<file path="src/rtl/slip_timer_pkg.sv">
// Shared register map, control bit positions and control register layout
// for the slip timer.
package slip_timer_pkg;

   localparam logic [1:0] ADDR_RLDL = 2'd0;
   localparam logic [1:0] ADDR_RLDH = 2'd1;
   localparam logic [1:0] ADDR_CTRL = 2'd2;
   localparam logic [1:0] ADDR_PSC  = 2'd3;

   localparam int CTL_EN   = 0;
   localparam int CTL_PER  = 1;
   localparam int CTL_IE   = 2;
   localparam int CTL_ACK  = 3;
   localparam int CTL_PEND = 3;

   // Field order matches the low nibble of a control register read.
   typedef struct packed {
      logic pend;
      logic ie;
      logic per;
      logic en;
   } ctrl_t;

endpackage

</file>
<file path="src/rtl/slip_timer_cnt.sv">
// Loadable down counter with a zero flag; used for the main counter and,
// at 8 bits, for the optional prescaler.
module slip_timer_cnt
   import slip_timer_pkg::*;
#(
   parameter int CW = 16
) (
   input  logic          clk,
   input  logic          rst_n,
   input  logic          load,
   input  logic [CW-1:0] load_val,
   input  logic          cnt_en,
   output logic [CW-1:0] count,
   output logic          zero
);

   // NOTE: state registers use non-blocking assignments so every flop
   // samples the pre-edge values of its neighbours.
   always_ff @(posedge clk) begin
      if (!rst_n)
         count <= '0;
      else if (load)
         count <= load_val;
      else if (cnt_en)
         count <= count - 1'b1;
   end

   assign zero = (count == '0);

endmodule

</file>
<file path="src/rtl/slip_timer_ctrl.sv">
// CPU-programmable down-count timer with terminal-count pulse and interrupt.
// Define SLIP_TIMER_PRESCALE_EN to build in the 8-bit prescaler at A=3.
module slip_timer_ctrl
   import slip_timer_pkg::*;
#(
   parameter int CW = 16
) (
   input  logic       CLK,
   input  logic       RSTL,
   input  logic       WR,
   input  logic [1:0] A,
   input  logic [7:0] DI,
   output logic [7:0] DO,
   output logic       TC,
   output logic       IRQ
);

   ctrl_t          ctrl;
   logic [CW-1:0]  rld;
   logic [CW-1:0]  cnt;
   logic [15:0]    cnt_ext;
   logic           cnt_zero;
   logic           ctrl_wr;
   logic           stop;
   logic           start;
   logic           active;
   logic           tick;
   logic           term;

   assign ctrl_wr = RSTL & WR & (A == ADDR_CTRL);
   assign stop    = ctrl_wr & ~DI[CTL_EN];
   assign start   = ctrl_wr &  DI[CTL_EN] & ~ctrl.en;
   // A stop write freezes the counter in the very cycle it is issued.
   assign active  = RSTL & ctrl.en & ~stop;

`ifdef SLIP_TIMER_PRESCALE_EN
   logic [7:0] psr;
   logic [7:0] psc;
   logic       psc_zero;

   slip_timer_cnt #(.CW(8)) u_psc (
      .clk      (CLK),
      .rst_n    (RSTL),
      .load     (start | term | (active & psc_zero)),
      .load_val (psr),
      .cnt_en   (active & ~psc_zero),
      .count    (psc),
      .zero     (psc_zero)
   );

   assign tick = active & psc_zero;
`else
   assign tick = active;
`endif

   assign term = tick & cnt_zero;

   slip_timer_cnt #(.CW(CW)) u_cnt (
      .clk      (CLK),
      .rst_n    (RSTL),
      .load     (start | (term & ctrl.per)),
      .load_val (rld),
      .cnt_en   (tick & ~cnt_zero),
      .count    (cnt),
      .zero     (cnt_zero)
   );

   always_ff @(posedge CLK) begin
      if (!RSTL) begin
         ctrl <= '0;
         rld  <= '0;
`ifdef SLIP_TIMER_PRESCALE_EN
         psr  <= '0;
`endif
      end else begin
         if (WR) begin
            case (A)
               ADDR_RLDL: rld[7:0]    <= DI;
               ADDR_RLDH: rld[CW-1:8] <= DI[CW-9:0];
               ADDR_CTRL: begin
                  ctrl.en  <= DI[CTL_EN];
                  ctrl.per <= DI[CTL_PER];
                  ctrl.ie  <= DI[CTL_IE];
               end
`ifdef SLIP_TIMER_PRESCALE_EN
               ADDR_PSC:  psr <= DI;
`endif
               default: ;
            endcase
         end
         // One-shot expiry overrides any simultaneous control write.
         if (term & ~ctrl.per)
            ctrl.en <= 1'b0;
         if (term)
            ctrl.pend <= 1'b1;
         else if (ctrl_wr & DI[CTL_ACK])
            ctrl.pend <= 1'b0;
      end
   end

   assign cnt_ext = 16'(cnt);

   always_comb begin
      DO = 8'h00;
      case (A)
         ADDR_RLDL: DO = cnt_ext[7:0];
         ADDR_RLDH: DO = cnt_ext[15:8];
         ADDR_CTRL: DO = {4'b0000, ctrl};
`ifdef SLIP_TIMER_PRESCALE_EN
         ADDR_PSC:  DO = psr;
`endif
         default:   DO = 8'h00;
      endcase
   end

   assign TC  = term;
   assign IRQ = RSTL & ctrl.pend & ctrl.ie;

endmodule

</file>
<file path="config.mk">
export PLATFORM = sky130hd
export DESIGN_NAME = slip_timer_ctrl
export DESIGN_NICKNAME = d
export VERILOG_FILES = /design/src/rtl/slip_timer_pkg.sv /design/src/rtl/slip_timer_cnt.sv /design/src/rtl/slip_timer_ctrl.sv
export SDC_FILE = /design/constraint.sdc
export NUM_CORES = 1
export LEC_CHECK = 0
export ABC_AREA = 1
export CELL_PAD_IN_SITES_DETAIL_PLACEMENT = 0
export CELL_PAD_IN_SITES_GLOBAL_PLACEMENT = 1
export CORE_ASPECT_RATIO = 1.2
export CORE_UTILIZATION = 43
export DETAILED_ROUTE_END_ITERATION = 12
export PLACE_DENSITY_LB_ADDON = 0.1
export SYNTH_ARGS = -nofsm -noshare
export SYNTH_HDL_FRONTEND = slang
export SYNTH_HIERARCHICAL = 1
export SYNTH_SLANG_ARGS = --single-unit
</file>
<file path="constraint.sdc">
create_clock -name CLK -period 4.2 [get_ports CLK]
set_clock_uncertainty 0.05 [all_clocks]
set_input_delay 0.84 -clock CLK [delete_from_list [all_inputs] [get_ports CLK]]
set_output_delay 0.84 -clock CLK [all_outputs]
set_load 0.02 [all_outputs]
</file>
## Word level (Yosys, flattened, before mapping)

Index checks and enable logic that the tools add are counted.

- Bits in registers: 36
- Bits of input ports: 13
- Logic and storage cells: 44

- Add/subtract/negate cells: 1
- Equality and inequality tests: 2
- Multiplexer cells: 5
- Bitwise logic cells: 21
- Reductions and logical operators: 8

Operators by type and width:

| kind | count |
|---|---|
| 2-to-1 mux 16 bit | 2 |
| case mux 8 bit (3 select lines) | 1 |
| zero test 16 bit | 1 |
| subtractor 16 x 1 -> 16 bit, second input constant | 1 |
| AND 1 bit | 14 |
| inverter 1 bit | 6 |
| AND reduction 2 bit | 3 |
| nonzero test 2 bit | 2 |
| equality test 2 x 1 -> 1 bit, second input constant | 1 |
| equality test 2 bit, second input constant | 1 |
| zero test 2 bit | 1 |
| 2-to-1 mux 1 bit | 2 |
| OR reduction 2 bit | 1 |
| bitwise OR 1 bit | 1 |

## Depth between registers and ports, before layout

Gate-level depths: netlist of the first run.

- Word-level depth: 9
- Mapped depth: 18

## Modules after synthesis

Netlist of the first run, hierarchy kept.

Modules (own cells, without submodules):

| module | instances | cells each | area an instance (um^2) | seq. area each (um^2) |
|---|---|---|---|---|
| slip_timer_cnt | 1 | 174 | 1102.3 | 320.3 |
| slip_timer_ctrl | 1 | 128 | 925.9 | 400.4 |

## Worst setup path after synthesis of the first run

No wires, ideal clock.

- Path type: reg2out
- From: reg u_cnt.count[0]
- To: out TC
- Arrival time: 1.590 ns
- Required time: 3.310 ns
- Path slack: 1.720 ns
- Stages on the path, launching flop included: 11
- Buffers on the path: 0
- Cell sequence: dfxtp_1 inv_1 ha_1 nand2_1 nor2_1 nand2_1 nor2_1 nand2_1 nor4_2 nand3_1 inv_1

- Cells in the longest elaborated chain, start to end: 2

Ends and longest elaborated chain:

| item | line | RTL |
|---|---|---|
| from (decl) | slip_timer_cnt.sv:13 | `output logic [CW-1:0] count,` |
| from (signal assigned) | slip_timer_cnt.sv:23 | `count <= load_val;` |
| from (signal assigned) | slip_timer_cnt.sv:25 | `count <= count - 1'b1;` |
| zero test 16 bit | slip_timer_cnt.sv:28 | `assign zero = (count == '0);` |
| net cnt_zero | slip_timer_ctrl.sv:22 | `logic cnt_zero;` |
| AND 1 bit | slip_timer_ctrl.sv:56 | `assign term = tick & cnt_zero;` |
| to (decl) | slip_timer_ctrl.sv:14 | `output logic TC,` |

The timed path passes the listed nets, and every way through them passes these cells.

## Final worst setup path of the first run

Ends and elaborated chain as after synthesis.

==> impl_results.md, run 1 <==
* CP Data Arrival Time at around 2.8 ns
* Worst vdd ir at ~0.19 mV
* Worst-path cell chain: inv_1 -> ha_1 -> nand2_1 -> nor2_1 -> nand2_1 -> nor2_1 -> nand2_1 -> nor4_2 -> nand3_1 -> inv_1 -> clkdlybuf4s50_1
* Root buffer cell: clkbuf_8
* Outcome: finished, final reports clean
* DP Wirelength at 4.09 mm
* Port Buffer Count at 22
* Unrepaired setup endpoints after global routing: no
* Yosys cell types at 31
* Grt ovf at 0
* Placed Cells at 379
* Inserted Diodes at 0
* Chip Width at 64.7 µm
* TritonCTS clock tree: done
* Final WL at 5.42 mm
* Final hold violations at 0
* Hold crit path type: reg2reg
* H-tree depth at 2
* Seq/Total Area, Yosys at 35.5%
* Net count, final at 342
* DP Worst Slack at between 0.6 and 0.7 ns
* Max Cap Violations at 0
* Drt wl/cell at 14.0 µm
* Die Ht at 77.2 µm
* Postcts setup bufs at 0
* Syn avg cell area at between 6 and 7 µm²
* Io pins at 23
* Minimum clock period at 3.68 ns
* Most frequent CP cell: nand2_1
* Initial antenna violation count at 0
* Share of cells above drive strength 1 at roughly a tenth
* Maximum root-to-sink buffer count at 2
* P_leak at 0.982 nW
* Top cells by area, synth: dfxtp_1, nand2_1, nor2_1
* 1st-pass router iterations at 5
* Largest net degree at the start of global routing at 18
* Commonest cells after routing, fill and taps aside: nand2_1, nor2_1, dfxtp_1
* # clock sinks at 36
* CP peak stage delay at 0.59 ns
* GPL Wtd Cong at roughly 0.84
* Worst setup SP type: flip-flop
* Slew HR at 56.3%
* Top cell type's share of synthesized area at 35.5%
* Via/cell ratio at between 5 and 6
* Clock Latency Late Sink at 0.29 ns
* Total Neg Setup Slack at 0 ns
* CTS-repair resized insts at 0
* PD cells at around 320 mW/mm²
* #FFs+latches synth at 36
* Fin Hold WS at ~0.41 ns
* # rows at 27
* Slowest stage cell, crit path: clkdlybuf4s50_1
* # DRC at 0
* Reg clk slew, reported paths at approximately 0.07 ns
* Final Non-Filler Cells at 387
* Worst setup EP type: output port
* Mapped Cells at about 300
* Kind of critical path: reg2out
* Initial DRC Count at 80
* Setup violators final at 0
* Mapped Nets at 316
* GRT Total Usage at a little under a quarter
* Yosys warns at 6
* Core footprint at between 0.004 and 0.005 mm²
* Worst Path Max Fanout at 4
* Synthesized area at 0.00203 mm²
* Die area at 0.00500 mm²
* Num CTS Buffers at 5
* Post-cts hold buffer count at 0
* Number of routed nets with antenna violations at 0
* Worst Path Required at 3.31 ns
* First-pass GRT wire length at approximately 9 mm
* Commonest non-fill, non-tap cell in the layout: nand2_1
* Worst-Margin Slew at 0.651 ns
* Area growth from synthesis to layout at 18.4%
* Post-synth top area cell: dfxtp_1
* Via Count at 1,984
* Vias in the first global route at 1,827
* Max-slew violation count at 0
* Initial Util at 44.5%
* Tcrit/Tclk final at 87.7%
* Fmax at 272 MHz
* Setup ws final at 0.517 ns
-- where the power goes --
part | switching [mW] | leakage [nW] | internal (mW)
clock network | 0.131 | 0.0434 | 0.133
registers | 0.0121 | 0.292 | 0.354
logic | 0.0912 | 0.646 | 0.0566
-- cell usage after synthesis (all sizes together) --
| master | count |
|---|---|
| nand2 | 70 |
| nor2 | 51 |
| inv | 38 |
| dfxtp | 36 |
| nand3 | 24 |
| a21oi | 22 |
| o21ai | 18 |
| a22oi | 8 |
| a31oi | 5 |
| buf | 5 |
| a22o | 4 |
| nand4 | 4 |
| o211ai | 4 |
| clkbuf | 3 |
| xor2 | 3 |
| nor3 | 2 |
| clkinv | 1 |
| ha | 1 |
| nand3b | 1 |
| nor4 | 1 |
| o21bai | 1 |
-- worst max-delay path: cells and delay by family (launching register included) --
family	cells	cell delay, ns
adder cells (fa/ha/maj)	1	0.26
buffers and inverters	3	0.82
flip-flops	1	0.31
AND/OR/NAND/NOR	7	1.11
-- layer usage --
layer	wire length [µm]	share of wire, %	track usage (%)
met1	2580	48	30.4
met2	2570	47	39.6
met3	181	3.3	4.17
met4	95	1.8	7.78
met5	0	0	0
-- final timing paths --
kind,startpoint,endpoint,cells after the start,slack (ns)
max,u_cnt/count[0]$_SDFFE_PN0P_,TC,11,0.52
min,ctrl[3]$_SDFFE_PN0P_,ctrl[3]$_SDFFE_PN0P_,2,0.41
max reg2reg,u_cnt/count[0]$_SDFFE_PN0P_,u_cnt/count[0]$_SDFFE_PN0P_,17,0.90
min reg2reg,ctrl[3]$_SDFFE_PN0P_,ctrl[3]$_SDFFE_PN0P_,2,0.41
-- kinds of logic (layout without fill, tap and decap cells) --
logic type                 count (synthesis)  count (layout)  share of synthesized area (%)
DFF                                       36              36                           35.5
and+or+nand+nor                          153             153                           34.4
buffers and inverters                     47              74                           9.99
adders and majority gates                  1               1                          0.617
xor gates and xnor gates                   3               3                           1.30
AOI/OAI and AO/OA                         62              62                           18.1
-- stage by stage --
stage	utilization, %	power [mW]	area [µm²]
floorplan	-	0.473	2030
global placement	50.5	0.521	2300
detailed placement	50.5	0.521	2300
CTS	52.7	0.787	2400
global route	52.7	0.823	2400
finish	52.7	0.778	2400
-- flip-flops by register name, indices dropped and copies added, names as in the netlist --
| name | flops |
|---|---|
| rld | 16 |
| u_cnt/count | 16 |
| ctrl | 4 |
-- final cells by class --
cell class	instances	area (µm²)
Sequential cell	36	721
Clock inverter	2	15.0
Tap cell	58	72.6
Timing Repair Buffer	27	258
Clock buffer	6	82.6
Inverter	39	149
Multi-Input combinational cell	219	1100
Fill cell	479	2160
(Power assumes the default switching activity.)
==> run 2: changes to the inputs <==
--- a/config.mk
+++ b/config.mk
@@ -7,3 +7,2 @@
 export LEC_CHECK = 0
-export ABC_AREA = 1
 export CELL_PAD_IN_SITES_DETAIL_PLACEMENT = 0
@@ -11,3 +10,3 @@
 export CORE_ASPECT_RATIO = 1.2
-export CORE_UTILIZATION = 43
+export CORE_UTILIZATION = 44
 export DETAILED_ROUTE_END_ITERATION = 12
--- a/constraint.sdc
+++ b/constraint.sdc
@@ -4,2 +4,2 @@
 set_output_delay 0.84 -clock CLK [all_outputs]
-set_load 0.02 [all_outputs]
+set_load 0.05 [all_outputs]
==> run 2 against run 1 <==
Net effect:
- worst hold slack improved by 0.00087 ns
- final cell count decreased by 26%
- critical path type is now in2out
- sequential share of layout area increased by 2.9 points
- synthesized area decreased by 9.2%
- register-to-register slack improved by 0.06 ns
- first-iteration DRC count decreased by 11%
- count of clock-buffer cells in the layout decreased by 1
- via count decreased by 21%
- worst setup slack improved by 0.064 ns
- critical path depth decreased by 6
- core utilization increased by 2.5 points
- total power decreased by 0.70%
==> impl_results.md, run 2 <==
* Setup violators final at 0 (unchanged)
* Num CTS Buffers at 5 (unchanged)
* Commonest cells after routing, fill and taps aside: dfxtp_1, o21ai_0, clkdlybuf4s50_1 (was nand2_1, nor2_1, dfxtp_1)
* Initial Util at 46.4% (was 44.5%)
* Mapped Nets at 223 (was 316)
* Clk network pwr share at 30.3% (was 33.9%)
* Root buffer cell: clkbuf_8 (unchanged)
* Outcome: finished, final reports clean (unchanged)
* Power consumption at 0.772 mW (was 0.778 mW)
* Commonest non-fill, non-tap cell in the layout: dfxtp_1 (was nand2_1)
* Yosys warns at 6 (unchanged)
* Post-cts hold buffer count at 0 (unchanged)
* Number of routed nets with antenna violations at 0 (unchanged)
* Post-synth top area cell: dfxtp_1 (unchanged)
* Design area at 0.00219 mm² (was 0.00240 mm²)
* Worst Path Required at 3.31 ns (about the same)
* Area growth from synthesis to layout at 19.0% (was 18.4%)
* Total Neg Setup Slack at 0 ns (unchanged)
* Syn avg cell area at 8.81 µm² (was 6.72 µm²)
* Synth top cells by count: dfxtp_1, o21ai_0, nand2_1 (was nand2_1, nor2_1, dfxtp_1)
* H-tree depth at 2 (unchanged)
* Switching power at 0.233 mW (was 0.234 mW)
* #FFs+latches synth at 36 (unchanged)
* R2R cell count at 10 (was 17)
* Minimum clock period at 3.62 ns (was 3.68 ns)
* Setup ws final at 0.581 ns (was 0.517 ns)
* Worst Path Max Fanout at 8 (was 4)
* Fmax at 276 MHz (was 272 MHz)
* Die Ht at 72.9 µm (was 77.2 µm)
* Inserted Diodes at 0 (unchanged)
* Worst vdd ir at 0.189 mV (was 0.186 mV)
* Worst-path cell chain: clkdlybuf4s50_1 -> nor2b_1 -> nand2_1 -> o21ai_0 -> clkdlybuf4s50_1 (was inv_1 -> ha_1 -> nand2_1 -> nor2_1 -> nand2_1 -> nor2_1 -> nand2_1 -> nor4_2 -> nand3_1 -> inv_1 -> clkdlybuf4s50_1)
* Maximum root-to-sink buffer count at 2 (unchanged)
* Die area at 0.00445 mm² (was 0.00500 mm²)
* Unrepaired setup endpoints after global routing: no (unchanged)
* Max-slew violation count at 0 (unchanged)
* Share of cells above drive strength 1 at 16.0% (was 9.42%)
* Vias in the first global route at 1,430 (was 1,827)
* Sequential power share at 49.4% (was 47.1%)
* DP Worst Slack at 0.576 ns (was 0.648 ns)
* HP Start: rld[7]$_SDFFE_PN0P_ (was ctrl[3]$_SDFFE_PN0P_)
* Kind of critical path: in2out (was reg2out)
* Total of fill cells in the finished design at 388 (was 479)
* Reg clk slew, reported paths at 0.07 ns (about the same)
* Via Count at 1,573 (was 1,984)
* Cell-internal power at 0.539 mW (was 0.543 mW)
* Grt ovf at 0 (unchanged)
* PD cells at 353 mW/mm² (was 324 mW/mm²)
* Max Cap Violations at 0 (unchanged)
* # rows at 25 (was 27)
* Synthesized area at 0.00184 mm² (was 0.00203 mm²)
* Final WL at 4.18 mm (was 5.42 mm)
* Slew HR at 51.1% (was 56.3%)
* Comb pwr share at 20.3% (was 19.0%)
* Via/cell ratio at 5.52 (was 5.13)
* Net count, final at 245 (was 342)
* Most frequent CP cell: clkdlybuf4s50_1 (was nand2_1)
* Chip Width at 61.1 µm (was 64.7 µm)
* CP Launch Point: A[1] (was u_cnt/count[0]$_SDFFE_PN0P_)
* CTS-repair resized insts at 0 (unchanged)
* Postcts setup bufs at 0 (unchanged)
* Async SR Flop Fraction at 0% (unchanged)
* Main synth FF type: dfxtp_1 (unchanged)
* Worst-Margin Slew at 0.733 ns (was 0.651 ns)
* Worst setup EP type: output port (unchanged)
* Tcrit/Tclk final at 86.2% (was 87.7%)
* Largest net degree at the start of global routing at 42 (was 18)
* Initial antenna violation count at 0 (unchanged)
* CP peak stage delay at 0.83 ns (was 0.59 ns)
* Mapped Cells at 209 (was 302)
* GPL Wtd Cong at 0.774 (was 0.836)
* Final hold violations at 0 (unchanged)
* Hold crit path type: reg2reg (unchanged)
* Hold path cells at 2 (unchanged)
* Post-synth EDFFs at 0 (unchanged)
* Switching share of power at 30.2% (was 30.1%)
* Initial DRC Count at 71 (was 80)
* 1st-pass router iterations at 4 (was 5)
* Top cells by area, synth: dfxtp_1, o21ai_0, xnor2_1 (was dfxtp_1, nand2_1, nor2_1)
* P_leak at 0.794 nW (was 0.982 nW)
* Dpl cell area at 0.00211 mm² (was 0.00230 mm²)
* Port Buffer Count at 22 (unchanged)
* TritonCTS clock tree: done (unchanged)
* Clock Latency Late Sink at 0.29 ns (about the same)
* Yosys cell types at 41 (was 31)
* Core footprint at 0.00397 mm² (was 0.00456 mm²)
* DP Wirelength at 3.10 mm (was 4.09 mm)
* # clock sinks at 36 (unchanged)
* Largest regs: rld x16, u_cnt/count x16, ctrl x4 (unchanged)
* Seq/Total Area, Yosys at 39.1% (was 35.5%)
* First-pass GRT wire length at 6.84 mm (was 9.00 mm)
* Cell with the most instances after synthesis: dfxtp_1 (was nand2_1)
* Worst setup SP type: input pin (was flip-flop)
* Worst R2R Start: u_cnt/count[5]$_SDFFE_PN0P_ (was u_cnt/count[0]$_SDFFE_PN0P_)
* Slowest stage cell, crit path: clkdlybuf4s50_1 (unchanged)
* Io pins at 23 (unchanged)
* GRT Total Usage at 21.2% (was 23.7%)
* CP Data Arrival Time at 2.73 ns (was 2.79 ns)
* Top cell type's share of synthesized area at 39.1% (was 35.5%)
* Drt wl/cell at 14.7 µm (was 14.0 µm)
* # DRC at 0 (unchanged)
==> run 2: cell count changes after synthesis, sizes merged, moves of 5 or more <==
cell,before,now
xnor2,0,11
nand2,70,19
a31oi,5,0
a22oi,8,0
nand3,24,18
nor2,51,13
inv,38,4
o21ai,18,33
mux2i,0,8
a21oi,22,13
==> run 2: routing by layer <==
| metal | vias to the layer above | wire, µm | global-route usage (%) |
|---|---|---|---|
| met5 | - | 0 | 0 |
| met4 | 0 | 118 | 12.6 |
| met3 | 10 | 228 | 4.43 |
| met2 | 48 | 1870 | 30.8 |
| met1 | 718 | 1970 | 28.4 |
| li1 | 797 | - | - |
==> run 2: worst max-delay path: cells and delay by family <==
family	cells	cell delay, ns
buffers and inverters	2	1.37
AO/OA/AOI/OAI	1	0.09
AND/OR/NAND/NOR	2	0.43
==> run 2: worst paths after layout <==
kind,to,slack (ns)
hold / removal,rld[7]$_SDFFE_PN0P_,0.41
setup / recovery,DO[0],0.58
hold reg to reg,rld[7]$_SDFFE_PN0P_,0.41
setup reg to reg,u_cnt/count[11]$_SDFFE_PN0P_,0.96
==> run 2: cell type report <==
| type | count | area [µm²] | area share (%) |
|---|---|---|---|
| Multi-Input combinational cell | 155 | 1020 | 46.4 |
| Clock buffer | 5 | 68.8 | 3.14 |
| Clock inverter | 2 | 12.5 | 0.571 |
| Tap cell | 54 | 67.6 | 3.08 |
| Inverter | 5 | 18.8 | 0.857 |
| Sequential cell | 36 | 721 | 32.9 |
| Timing Repair Buffer | 28 | 285 | 13.0 |
==> run 2: power groups by stage <==
stage	Sequential [mW]	Combinational, mW	Clock [mW]
6_report	0.381	0.157	0.234
5_1_grt	0.383	0.170	0.259
4_1_cts	0.381	0.157	0.240
3_5_place_dp	0.389	0.156	0
3_3_place_gp	0.388	0.154	0
2_1_floorplan	0.381	0.122	0
==> run 2: logic make-up (layout without fill, tap and decap cells) <==
group	count (synthesis)	in the layout	share of synthesized area (%)
buffers and inverters	18	40	5.64
AND/OR/NAND/NOR	78	78	25.7
AO/OA/AOI/OAI	56	56	18.8
flip-flops	36	36	39.1
XOR/XNOR	12	12	5.71
adder cells (fa/ha/maj)	1	1	0.679
multiplexers	8	8	4.35
==> run 2: stage by stage <==
stage | util (%) | cells | hold slack, ns
6_report | 55.1 | 285 | 0.414
5_1_grt | 55.1 | 285 | 0.439
4_1_cts | 55.1 | 285 | 0.417
3_5_place_dp | 53.1 | 278 | 0.406
3_3_place_gp | 53.1 | 278 | 0.399
2_1_floorplan | - | 209 | 0.384
==> run 3: changes to the inputs <==
- CAP_MARGIN: default -> 20
- CORE_ASPECT_RATIO: 1.2 -> default
==> run 3 against run 2 <==
Net effect:
- register-to-register slack lost 0.15 ns
- sequential share of layout area rose by 0.075 points
- first-iteration DRC count increased by 87%
- non-clock buffer count did not move
- total power up 0.24%
- worst hold slack better by 0.0037 ns
- critical path depth did not move
- core utilization decreased by 0.50 points
- global-route usage fell by 0.28 points
- critical endpoint is now DO[2]
- highest routed layer unchanged
==> impl_results.md, run 3 (synthesis gave the netlist of run 2 again) <==
* Net count, final at 245 (unchanged)
* Worst setup SP type: input pin (unchanged)
* Worst setup EP type: output port (unchanged)
* Worst vdd ir at 0.209 mV (was 0.189 mV)
* Worst R2R Start: u_cnt/count[5]$_SDFFE_PN0P_ (unchanged)
* Hold path cells at 2 (unchanged)
* DP Worst Slack at 0.524 ns (was 0.576 ns)
* Setup ws final at 0.508 ns (was 0.581 ns)
* Via/cell ratio at 5.47 (was 5.52)
* Minimum clock period at 3.69 ns (was 3.62 ns)
* H-tree depth at 2 (unchanged)
* WHS Endpoint: rld[7]$_SDFFE_PN0P_ (unchanged)
* Die Ht at 66.7 µm (was 72.9 µm)
* PD cells at 354 mW/mm² (was 353 mW/mm²)
* CP Data Arrival Time at 2.80 ns (was 2.73 ns)
* HP Start: rld[7]$_SDFFE_PN0P_ (unchanged)
* Chip Width at 66.7 µm (was 61.1 µm)
* First-pass GRT wire length at 6.84 mm (about the same)
* # DRC at 0 (unchanged)
* Outcome: finished, final reports clean (unchanged)
* Postcts setup bufs at 0 (unchanged)
* Via Count at 1,536 (was 1,573)
* Commonest non-fill, non-tap cell in the layout: dfxtp_1 (unchanged)
* Hold crit path type: reg2reg (unchanged)
* Fmax at 271 MHz (was 276 MHz)
* CP peak stage delay at 0.84 ns (was 0.83 ns)
* 1st-pass router iterations at 4 (unchanged)
* Max Cap Violations at 0 (unchanged)
* Largest net degree at the start of global routing at 43 (was 42)
* TritonCTS clock tree: done (unchanged)
* Worst Path Required at 3.31 ns (about the same)
* Port Buffer Count at 22 (unchanged)
* Initial antenna violation count at 0 (unchanged)
* Reg2reg end: u_cnt/count[7]$_SDFFE_PN0P_ (was u_cnt/count[11]$_SDFFE_PN0P_)
* Final WL at 4.12 mm (was 4.18 mm)
* GRT Total Usage at 20.9% (was 21.2%)
* Inserted Diodes at 0 (unchanged)
* Commonest cells after routing, fill and taps aside: dfxtp_1, o21ai_0, clkdlybuf4s50_1 (unchanged)
* Root buffer cell: clkbuf_8 (unchanged)
* Post-cts hold buffer count at 0 (unchanged)
* # clock sinks at 36 (unchanged)
* Reg clk slew, reported paths at 0.07 ns (about the same)
* Worst Path Max Fanout at 9 (was 8)
* Num CTS Buffers at 5 (unchanged)
* Initial Util at 46.0% (was 46.4%)
* Total Neg Setup Slack at 0 ns (unchanged)
* Final hold violations at 0 (unchanged)
* Drt wl/cell at 14.7 µm (about the same)
* Worst-path cell chain: clkdlybuf4s50_1 -> nor2b_1 -> nand2_1 -> o21ai_0 -> clkdlybuf4s50_1 (unchanged)
* P_leak at 0.794 nW (unchanged)
* # rows at 23 (was 25)
* Clock Latency Late Sink at 0.29 ns (about the same)
* Power consumption at 0.774 mW (was 0.772 mW)
* Slowest stage cell, crit path: clkdlybuf4s50_1 (unchanged)
* Placed Cells at 274 (was 278)
* Io pins at 23 (unchanged)
* Most frequent CP cell: clkdlybuf4s50_1 (unchanged)
* Share of cells above drive strength 1 at 16.0% (unchanged)
* Unrepaired setup endpoints after global routing: no (unchanged)
* GPL Wtd Cong at 0.735 (was 0.774)
* Total of fill cells in the finished design at 384 (was 388)
* Slew HR at 51.3% (was 51.1%)
* Initial DRC Count at 133 (was 71)
* R2R Setup Slk at 0.81 ns (was 0.96 ns)
* Die area at 0.00445 mm² (about the same)
* Max-slew violation count at 0 (unchanged)
* Final Non-Filler Cells at 281 (was 285)
* Maximum root-to-sink buffer count at 2 (unchanged)
* Worst-Margin Slew at 0.730 ns (was 0.733 ns)
* DP Wirelength at 3.02 mm (was 3.10 mm)
* Core footprint at 0.00400 mm² (was 0.00397 mm²)
* Setup violators final at 0 (unchanged)
* Multi-input combinational cell area at 0.00102 mm² (unchanged)
* Grt ovf at 0 (unchanged)
* Area growth from synthesis to layout at 18.7% (was 19.0%)
* Register Area at 721 µm² (unchanged)
* Largest regs: rld x16, u_cnt/count x16, ctrl x4 (unchanged)
* CTS-repair resized insts at 0 (unchanged)
* Vias in the first global route at 1,410 (was 1,430)
* Number of routed nets with antenna violations at 0 (unchanged)
* Kind of critical path: in2out (unchanged)
* R2R cell count at 10 (unchanged)
* Tcrit/Tclk final at 87.9% (was 86.2%)
## run 3: cell counts in the layout (fill, tap and decap cells not counted)
No cell type changed its count.
## run 3: area by class of cell
type                            instances  share of cell area (%)
Inverter                                5                   0.859
Clock inverter                          2                   0.572
Tap cell                               50                    2.86
Timing Repair Buffer                   28                    13.1
Clock buffer                            5                    3.15
Sequential cell                        36                    33.0
Multi-Input combinational cell        155                    46.5
## run 3: stage by stage
stage	util, %	instance area [µm²]	hold slack (ns)
after global routing	54.6	2190	0.435
after detailed placement	52.6	2100	0.408
final	54.6	2190	0.418
after floorplan	-	1840	0.384
after global placement	52.6	2100	0.396
after CTS	54.6	2190	0.418
## run 3: worst max-delay path by stage
stage / slack [ns] / cells past startpoint / start / end
after global routing: 0.44 / 5 / A[0] / DO[0]
after floorplan: 0.89 / 5 / u_cnt/count[5]$_SDFFE_PN0P_ / TC
after CTS: 0.51 / 5 / A[0] / DO[2]
after detailed placement: 0.52 / 5 / A[0] / DO[2]
final: 0.51 / 5 / A[0] / DO[2]
after global placement: 0.59 / 5 / A[1] / DO[3]
## run 3: power by group
| group | switching (mW) | internal, mW | total [mW] |
|---|---|---|---|
| clock network | 0.124 | 0.112 | 0.236 |
| logic | 0.0911 | 0.0669 | 0.158 |
| registers | 0.0203 | 0.360 | 0.380 |
## run 3: worst max-delay path: cells and delay by family
kind	cells	cell delay [ns]
AND/OR/NAND/NOR	2	0.40
AO/OA/AOI/OAI	1	0.09
buffers and inverters	2	1.47
## run 3: metal layers
layer	wire, µm	vias up	GRT usage [%]
met5	0	-	0
met4	93	0	9.57
met3	170	10	4.97
met2	1810	33	28.7
met1	2050	698	30.3
li1	-	795	-
